[src/rtl/bp_pkg.sv]
// Shared types for the fetch redirect controller.
//   addr_t        : full-width PC / target
//   pred_entry_t  : one tracked prediction {pred_jump, pred_target}
//   fsm_t         : fetch sequencer states
//   PC_INC        : sequential fetch increment
package bp_pkg;
  localparam int unsigned ADDR_W = 64;

  typedef logic [ADDR_W-1:0] addr_t;

  typedef struct packed {
    logic  pred_jump;
    addr_t pred_target;
  } pred_entry_t;

  typedef enum logic [1:0] {RUN, HOLD, RECOVER} fsm_t;

  localparam addr_t PC_INC = 64'd4;
endpackage

[src/rtl/fetch_redirect_ctrl_if.sv]
// Pipeline-side bundle of the fetch redirect controller.
//   master : controller view (drives fetch PC, redirect, flush, BTB update, status)
//   slave  : pipeline/BTB view (drives stall, BTB prediction, EXE resolution)
interface fetch_redirect_ctrl_if #(
  parameter int unsigned ADDR_WIDTH = 64
);
  logic                  stall;
  logic [ADDR_WIDTH-1:0] pc_if;
  logic                  if_valid;
  logic                  bp_jump_if;
  logic [ADDR_WIDTH-1:0] bp_target_if;
  logic                  exe_valid;
  logic [ADDR_WIDTH-1:0] pc_exe;
  logic                  is_jump_exe;
  logic                  jump_exe;
  logic [ADDR_WIDTH-1:0] pc_target_exe;
  logic                  redirect;
  logic [ADDR_WIDTH-1:0] redirect_pc;
  logic                  flush;
  logic                  btb_update;
  logic                  tracker_full;
  logic                  trk_underflow;
  logic [31:0]           perf_branches;
  logic [31:0]           perf_mispred;

  modport master (
    input  stall, bp_jump_if, bp_target_if, exe_valid, pc_exe, is_jump_exe,
           jump_exe, pc_target_exe,
    output pc_if, if_valid, redirect, redirect_pc, flush, btb_update,
           tracker_full, trk_underflow, perf_branches, perf_mispred
  );

  modport slave (
    output stall, bp_jump_if, bp_target_if, exe_valid, pc_exe, is_jump_exe,
           jump_exe, pc_target_exe,
    input  pc_if, if_valid, redirect, redirect_pc, flush, btb_update,
           tracker_full, trk_underflow, perf_branches, perf_mispred
  );
endinterface

[src/rtl/fetch_redirect_ctrl_pred_tracker_fifo.sv]
// pred_tracker_fifo: circular buffer of in-flight predictions.
//   clk, rst (async, active-high), push/pop/clear controls, din entry,
//   head (zero when empty), count, full, empty.
// Push on full and pop on empty are ignored; DEPTH must be a power of 2.
module pred_tracker_fifo
  import bp_pkg::*;
#(
  parameter int unsigned DEPTH = 4
) (
  input  logic                     clk,
  input  logic                     rst,
  input  logic                     push,
  input  logic                     pop,
  input  logic                     clear,
  input  pred_entry_t              din,
  output pred_entry_t              head,
  output logic [$clog2(DEPTH):0]   count,
  output logic                     full,
  output logic                     empty
);
  localparam int unsigned PW = $clog2(DEPTH);

  pred_entry_t   mem [DEPTH];
  logic [PW-1:0] rd_ptr, wr_ptr;
  logic          do_push, do_pop;

  assign full    = (count == (PW+1)'(DEPTH));
  assign empty   = (count == '0);
  assign do_push = push & ~full;
  assign do_pop  = pop & ~empty;
  assign head    = empty ? '0 : mem[rd_ptr];

  always_ff @(posedge clk or posedge rst) begin
    if (rst) begin
      rd_ptr <= '0;
      wr_ptr <= '0;
      count  <= '0;
    end else if (clear) begin
      rd_ptr <= '0;
      wr_ptr <= '0;
      count  <= '0;
    end else begin
      if (do_push) wr_ptr <= wr_ptr + PW'(1);
      if (do_pop)  rd_ptr <= rd_ptr + PW'(1);
      case ({do_push, do_pop})
        2'b10:   count <= count + (PW+1)'(1);
        2'b01:   count <= count - (PW+1)'(1);
        default: ;
      endcase
    end
  end

  always_ff @(posedge clk) begin
    if (do_push) mem[wr_ptr] <= din;
  end
endmodule

[src/rtl/fetch_redirect_ctrl.sv]
// fetch_redirect_ctrl: owns the IF PC, chooses BTB target or PC+4, tracks each
// prediction until EXE, and raises redirect/flush on a mispredict.
//   clk, rst : clock, async active-high reset
//   bus      : fetch_redirect_ctrl_if.master (stall, BTB lookup, EXE resolution,
//              redirect/flush/btb_update, tracker status, perf counters)
// Optional: define BP_PERF_CNT_EN to build the saturating perf counters;
// otherwise perf_branches/perf_mispred are tied to 0.
module fetch_redirect_ctrl
  import bp_pkg::*;
#(
  parameter int unsigned           ADDR_WIDTH  = 64,
  parameter int unsigned           INFLIGHT    = 4,
  parameter logic [ADDR_WIDTH-1:0] RESET_PC    = '0,
  parameter int unsigned           RECOVER_CYC = 1
) (
  input logic                  clk,
  input logic                  rst,
  fetch_redirect_ctrl_if.master bus
);
  localparam int unsigned CW = $clog2(INFLIGHT);
  localparam int unsigned RW = (RECOVER_CYC > 1) ? $clog2(RECOVER_CYC) : 1;

  typedef logic [ADDR_WIDTH-1:0] pc_t;

  fsm_t        state, state_nxt;
  pc_t         pc, pc_nxt, pred_tgt, correct_pc;
  logic [RW-1:0] rcnt, rcnt_nxt;
  logic [CW:0] count, count_nxt;
  logic        fetch, push, pop, mispredict, full, empty, underflow, btb_upd;
  pred_entry_t head, din;

  pred_tracker_fifo #(.DEPTH(INFLIGHT)) u_trk (
    .clk   (clk),
    .rst   (rst),
    .push  (push),
    .pop   (pop),
    .clear (mispredict),
    .din   (din),
    .head  (head),
    .count (count),
    .full  (full),
    .empty (empty)
  );

  assign fetch    = (state == RUN);
  assign pop      = bus.exe_valid & ~bus.stall;
  assign push     = fetch & ~bus.stall & ~mispredict;
  assign pred_tgt = head.pred_target[ADDR_WIDTH-1:0];
  assign btb_upd  = bus.exe_valid & bus.is_jump_exe & ~bus.stall;

  // Count as it will be after this cycle's push/pop; drives HOLD entry/exit.
  assign count_nxt = count + (CW+1)'(push) - (CW+1)'(pop & ~empty);

  always_comb begin
    din             = '0;
    din.pred_jump   = bus.bp_jump_if;
    din.pred_target = addr_t'(bus.bp_target_if);
  end

  always_comb begin
    mispredict = pop & (
        (bus.is_jump_exe & (bus.jump_exe != head.pred_jump))
      | (bus.is_jump_exe & bus.jump_exe & head.pred_jump & (pred_tgt != bus.pc_target_exe))
      | (~bus.is_jump_exe & head.pred_jump));
    correct_pc = (bus.is_jump_exe & bus.jump_exe) ? bus.pc_target_exe
                                                  : bus.pc_exe + ADDR_WIDTH'(PC_INC);
  end

  // Stall gates the registers, so next-state logic ignores it.
  always_comb begin
    state_nxt = state;
    pc_nxt    = pc;
    rcnt_nxt  = rcnt;
    if (mispredict) begin
      state_nxt = RECOVER;
      pc_nxt    = correct_pc;
      rcnt_nxt  = RW'(RECOVER_CYC - 1);
    end else begin
      unique case (state)
        RUN: begin
          pc_nxt = bus.bp_jump_if ? bus.bp_target_if : pc + ADDR_WIDTH'(PC_INC);
          if (count_nxt == (CW+1)'(INFLIGHT)) state_nxt = HOLD;
        end
        HOLD: begin
          if (count_nxt < (CW+1)'(INFLIGHT)) state_nxt = RUN;
        end
        RECOVER: begin
          if (rcnt == '0) state_nxt = RUN;
          else            rcnt_nxt  = rcnt - RW'(1);
        end
        default: state_nxt = RUN;
      endcase
    end
  end

  always_ff @(posedge clk or posedge rst) begin
    if (rst) begin
      state     <= RUN;
      pc        <= RESET_PC;
      rcnt      <= '0;
      underflow <= 1'b0;
    end else if (!bus.stall) begin
      state <= state_nxt;
      pc    <= pc_nxt;
      rcnt  <= rcnt_nxt;
      if (pop & empty) underflow <= 1'b1;
    end
  end

  assign bus.pc_if         = pc;
  assign bus.if_valid      = fetch;
  assign bus.redirect      = mispredict;
  assign bus.flush         = mispredict;
  assign bus.redirect_pc   = mispredict ? correct_pc : '0;
  assign bus.btb_update    = btb_upd;
  assign bus.tracker_full  = full;
  assign bus.trk_underflow = underflow;

`ifdef BP_PERF_CNT_EN
  logic [31:0] perf_br, perf_mp;

  always_ff @(posedge clk or posedge rst) begin
    if (rst) begin
      perf_br <= '0;
      perf_mp <= '0;
    end else begin
      if (btb_upd && perf_br != '1)    perf_br <= perf_br + 32'd1;
      if (mispredict && perf_mp != '1) perf_mp <= perf_mp + 32'd1;
    end
  end

  assign bus.perf_branches = perf_br;
  assign bus.perf_mispred  = perf_mp;
`else
  assign bus.perf_branches = '0;
  assign bus.perf_mispred  = '0;
`endif
endmodule

[src/flat_wrapper.sv]
// flat-port wrapper written by rule: the top's interface ports become plain ports
module fetch_redirect_ctrl_flat import bp_pkg::*;
#(
  parameter int unsigned           ADDR_WIDTH  = 64,
  parameter int unsigned           INFLIGHT    = 4,
  parameter logic [ADDR_WIDTH-1:0] RESET_PC    = '0,
  parameter int unsigned           RECOVER_CYC = 1
)
  (clk, rst, bus_stall, bus_bp_jump_if, bus_bp_target_if, bus_exe_valid, bus_pc_exe, bus_is_jump_exe, bus_jump_exe, bus_pc_target_exe, bus_pc_if, bus_if_valid, bus_redirect, bus_redirect_pc, bus_flush, bus_btb_update, bus_tracker_full, bus_trk_underflow, bus_perf_branches, bus_perf_mispred);
  fetch_redirect_ctrl_if #(.ADDR_WIDTH(ADDR_WIDTH)) bus_i ();
  input logic clk;
  input logic rst;
  input wire logic [$bits(bus_i.stall)-1:0] bus_stall;
  input wire logic [$bits(bus_i.bp_jump_if)-1:0] bus_bp_jump_if;
  input wire logic [$bits(bus_i.bp_target_if)-1:0] bus_bp_target_if;
  input wire logic [$bits(bus_i.exe_valid)-1:0] bus_exe_valid;
  input wire logic [$bits(bus_i.pc_exe)-1:0] bus_pc_exe;
  input wire logic [$bits(bus_i.is_jump_exe)-1:0] bus_is_jump_exe;
  input wire logic [$bits(bus_i.jump_exe)-1:0] bus_jump_exe;
  input wire logic [$bits(bus_i.pc_target_exe)-1:0] bus_pc_target_exe;
  output wire logic [$bits(bus_i.pc_if)-1:0] bus_pc_if;
  output wire logic [$bits(bus_i.if_valid)-1:0] bus_if_valid;
  output wire logic [$bits(bus_i.redirect)-1:0] bus_redirect;
  output wire logic [$bits(bus_i.redirect_pc)-1:0] bus_redirect_pc;
  output wire logic [$bits(bus_i.flush)-1:0] bus_flush;
  output wire logic [$bits(bus_i.btb_update)-1:0] bus_btb_update;
  output wire logic [$bits(bus_i.tracker_full)-1:0] bus_tracker_full;
  output wire logic [$bits(bus_i.trk_underflow)-1:0] bus_trk_underflow;
  output wire logic [$bits(bus_i.perf_branches)-1:0] bus_perf_branches;
  output wire logic [$bits(bus_i.perf_mispred)-1:0] bus_perf_mispred;
  assign bus_i.stall = bus_stall;
  assign bus_i.bp_jump_if = bus_bp_jump_if;
  assign bus_i.bp_target_if = bus_bp_target_if;
  assign bus_i.exe_valid = bus_exe_valid;
  assign bus_i.pc_exe = bus_pc_exe;
  assign bus_i.is_jump_exe = bus_is_jump_exe;
  assign bus_i.jump_exe = bus_jump_exe;
  assign bus_i.pc_target_exe = bus_pc_target_exe;
  assign bus_pc_if = bus_i.pc_if;
  assign bus_if_valid = bus_i.if_valid;
  assign bus_redirect = bus_i.redirect;
  assign bus_redirect_pc = bus_i.redirect_pc;
  assign bus_flush = bus_i.flush;
  assign bus_btb_update = bus_i.btb_update;
  assign bus_tracker_full = bus_i.tracker_full;
  assign bus_trk_underflow = bus_i.trk_underflow;
  assign bus_perf_branches = bus_i.perf_branches;
  assign bus_perf_mispred = bus_i.perf_mispred;
  fetch_redirect_ctrl #(.ADDR_WIDTH(ADDR_WIDTH), .INFLIGHT(INFLIGHT), .RESET_PC(RESET_PC), .RECOVER_CYC(RECOVER_CYC)) u_core (.clk(clk), .rst(rst), .bus(bus_i));
endmodule
[config.mk]
export PLATFORM = sky130hd
export DESIGN_NAME = fetch_redirect_ctrl_flat
export DESIGN_NICKNAME = d
export VERILOG_FILES = /design/src/rtl/bp_pkg.sv /design/src/rtl/fetch_redirect_ctrl_if.sv /design/src/rtl/fetch_redirect_ctrl_pred_tracker_fifo.sv /design/src/rtl/fetch_redirect_ctrl.sv /design/src/flat_wrapper.sv
export SDC_FILE = /design/constraint.sdc
export NUM_CORES = 1
export LEC_CHECK = 0
export BUFFER_PORTS_ARGS = -buffer_cell sky130_fd_sc_hd__buf_2
export CORE_MARGIN = 3
export CORE_UTILIZATION = 45
export CTS_CLUSTER_SIZE = 40
export DETAILED_ROUTE_END_ITERATION = 8
export PLACE_DENSITY = 0.68
export REMOVE_ABC_BUFFERS = 1
export SYNTH_ARGS = -nofsm -noshare
export SYNTH_HDL_FRONTEND = slang
export SYNTH_SLANG_ARGS = --single-unit
[constraint.sdc]
create_clock -name clk -period 9 [get_ports clk]
set_input_delay 1.35 -clock clk [delete_from_list [all_inputs] [get_ports clk]]
set_output_delay 1.35 -clock clk [all_outputs]
set_load 0.02 [all_outputs]
==> summary.md <==
| Metric | Value |
|---|---|
| Outcome | finished clean |
| H-tree Lvls | 2 |
| Initial antenna violation count | 13 |
| Final cell count without fillers | 2,583 |
| WL final | 68.9 mm |
| Port Buf Inserts | 332 |
| F_max | 158 MHz |
| Yosys warnings | 0 |
| Post-Synth Simple-Gate Area | 14.5% |
| Crit path DAT | 4.98 ns |
| Worst min-delay path category | register to register |
| Die width | 212 µm |
| Crit. End Element | primary output |
| Initial Utilization | 45.6% |
| GRT Total Usage | 29.6% |
| Fin crit period | 6.33 ns |
| Hold depth | 1 |
| Area after DPL | 20,900 µm² |
| CTS clk-pin slew, worst paths | 0.06 ns |
| Cells after Synth | 1,705 |
| Placed cell count | 2,503 |
| Synth Area in Compound Gates | 11.1% |
| Final setup vio count | 0 |
| Clock Tree Buf Depth | 3 |
| Drt drc | 0 |
| Clock root cell | clkbuf_16 |
| Most used cell, CP | buf_4 |
| Leakage power | 0.00873 µW |
| Crit-path slowest cell | dfrtp_4 |
| Final net count | 2,214 |
| Total power | 6360 µW |
| HP Start | u_core.bus.trk_underflow$_DFFE_PP0P_ |
| Synth Area in Adders | 0.796% |
| Reg2Reg Setup Slack | 3.14 ns |
| Prevailing post-synth register cell | edfxtp_1 |
| First-pass GRT wire length | 98.7 mm |
| Worst path max stage delay | 0.81 ns |
| CP Launch Point | u_core.u_trk.rd_ptr[0]$_DFFE_PP0P_ |
| Post-synth EDFFs | 260 |
| VDD IR-drop max | 0.131 mV |
| ANT nets after route | 0 |
| Required @ worst endpoint | 7.65 ns |
| Post-synthesis sequential area ratio | 50.4% |
| Post CTS Setup Buffer Count | 0 |
| Worst slew pin tran | 1.17 ns |
| CP cell instances | buf_4, mux4_2, inv_1, a2111oi_0, nand4_1, and4b_1, nand4b_1, o21ai_4, buf_4, nor2_1, buf_2 |
| Critical path class | register to primary output |
| Via count | 15,900 |
| Vias in the first global route | 15,000 |
| GRT overflow | 0 |
| Final hold violation count | 0 |
| Largest net degree at the start of global routing | 65 |
| Die Height | 212 µm |
| Area Overhead vs Synth | 15.8% |
| Max-cap viol count | 0 |
| Post-DP HPWL | 50.3 mm |
| RSZ-0062 raised after global routing | false |
| Clock sink count | 334 |
| Vias per inst | 6.17 |
| Reg2reg path depth | 11 |
| Post_cts resized | 0 |
| Number of buffers created by CTS | 38 |
| # rows | 75 |
| Clock tree from TritonCTS | built |
| Pwr Density | 286 nW/µm² |
| Slew Limit Headroom | 21.7% |
| Die Area | 45,100 µm² |
| Startpoint types | register |
| GP Congestion | 0.913 |
| Post-CTS Hold Buffers | 0 |
| R2R Path Start | u_core.u_trk.rd_ptr[0]$_DFFE_PP0P_ |
| Share of flip-flops with an asynchronous set or reset | 22.2% |
| Share of layout cells above drive strength 1 | 24.8% |
| Netlist cell types | 77 |
| XOR/XNOR share of the synthesized area | 3.74% |
| Worst hold endpoint | u_core.bus.trk_underflow$_DFFE_PP0P_ |
| Crit-path max FO | 40 |
| Synthesis-stage register bit count | 334 |
| Reg2reg end | u_core.u_trk.mem[3][43]$_DFFE_PP_ |
| Core ar. | 42,000 µm² |
| TritonRoute pass-1 iters | 6 |
| Clock Latency Late Sink | 0.53 ns |
| Clock Skew | 0.0175 ns |
| Main combinational cell family by area after synthesis | simple AND/OR/NAND/NOR gates |
| DR WL/cell | 26.7 µm |
| Cell area after layout | 22,200 µm² |
| Mux share of post-synthesis cell area | 12.9% |
| DR iter-0 viols | 1,767 |
| Tcrit/Tclk final | 70.3% |
| Syn Std Cell Area | 19,200 µm² |
| Syn_area_per_cell | 11.3 µm² |
| Boundary pin count | 397 |
| Fin. max-slew vios | 0 |
## metal layers
layer / wire, µm / track usage (%)
met1: 27600 / 41.0
met2: 32100 / 46.9
met3: 6800 / 6.21
met4: 2240 / 9.34
met5: 69 / 0
## critical path: cells and delay by family, from the launching register on
family	cells	cell delay, ns
flops	1	0.81
mux	1	0.36
buf+inv	4	1.51
compound gates	2	0.75
simple gates	4	0.91
## how the worst max path moves through the flow
| stage | endpoint | slack (ns) | depth (start not counted) |
|---|---|---|---|
| floorplan | bus_redirect_pc[11] | -0.45 | 9 |
| global placement | u_core.u_trk.mem[3][57]$_DFFE_PP_ | 3.10 | 11 |
| detailed placement | u_core.u_trk.mem[2][63]$_DFFE_PP_ | 3.17 | 11 |
| CTS | bus_redirect_pc[48] | 2.70 | 11 |
| global route | bus_redirect_pc[48] | 2.42 | 11 |
| finish | bus_redirect_pc[48] | 2.67 | 11 |
## state kept, by name, summed over array words and instances (netlist names)
register                  flops
u_core.u_trk.mem            260
u_core.bus.pc_if             64
u_core.u_trk.count            3
u_core.state                  2
u_core.u_trk.rd_ptr           2
u_core.u_trk.wr_ptr           2
u_core.bus.trk_underflow      1
## logic make-up (layout without fill, tap and decap cells)
group                      count (synthesis)  in the layout
adders and majority gates                 11             11
other                                      1             75
muxes                                    186            186
buffers and inverters                    203            468
AOI/OAI and AO/OA                        333            333
and+or+nand+nor                          555            555
DFF                                      334            334
xor gates and xnor gates                  82             82
## through the flow
stage               worst slack, ns  util (%)  hold WS, ns  setup TNS, ns
floorplan                    -0.446         -        0.501         -57.30
global placement               3.10      49.7        0.457              0
detailed placement             3.17      49.7        0.454              0
CTS                            2.70      52.8        0.472              0
global route                   2.42      52.8        0.482              0
finish                         2.67      52.8        0.466              0
## layout make-up
type                    count  area, µm²
inverters                  41        155
fillers                  3661      19800
repair buffers            358       1860
multi-input cells        1231       8530
clock buffers              46       1030
flip-flops and latches    334       9660
clock inverters            23        275
diodes                     11       27.5
well taps                 539        674
## placed cells by master (no fill, tap or decap), types with 6 or more instances in the layout
master	n
nor4_1	17
buf_2	331
o22ai_1	38
clkbuf_16	39
or3_1	8
o2bb2ai_1	6
o21a_1	8
nor4b_1	8
nor2b_1	12
clkinv_2	7
buf_4	27
dfrtp_1	72
mux2_2	23
nand2b_1	11
and2_1	33
a21oi_1	90
edfxtp_1	260
nand3_1	62
inv_1	38
bufinv_16	6
diode_2	11
xor2_1	47
nor2_1	166
a32oi_1	10
mux4_2	42
a22oi_1	20
a31oi_1	15
conb_1	64
a2bb2oi_1	6
nand4_1	49
nor3_1	27
o211ai_1	9
mux2i_1	113
ha_1	9
and4_1	13
nand2_1	97
xnor2_1	35
o21ai_0	72
and3_1	25
o22a_1	8
## synth_stat cells, drive strengths merged (35+ instances only)
master,n,area [µm²]
a21oi,90,450
and2,36,225
buf,110,915
clkbuf,52,195
dfrtp,74,1850
edfxtp,260,7810
inv,41,154
mux2i,113,1130
mux4,45,1020
nand2,98,368
nand3,62,310
nand4,49,307
nor2,166,623
o21ai,75,387
o22ai,38,238
xnor2,35,307
xor2,47,412
## power breakdown
| part | switching, µW | total (µW) | leakage, µW | internal [µW] |
|---|---|---|---|---|
| clock | 640 | 1630 | 0.000628 | 991 |
| sequential | 318 | 2330 | 0.00322 | 2010 |
| combinational | 1500 | 2390 | 0.00489 | 897 |
No activity file was read; power rests on OpenSTA's default activity.
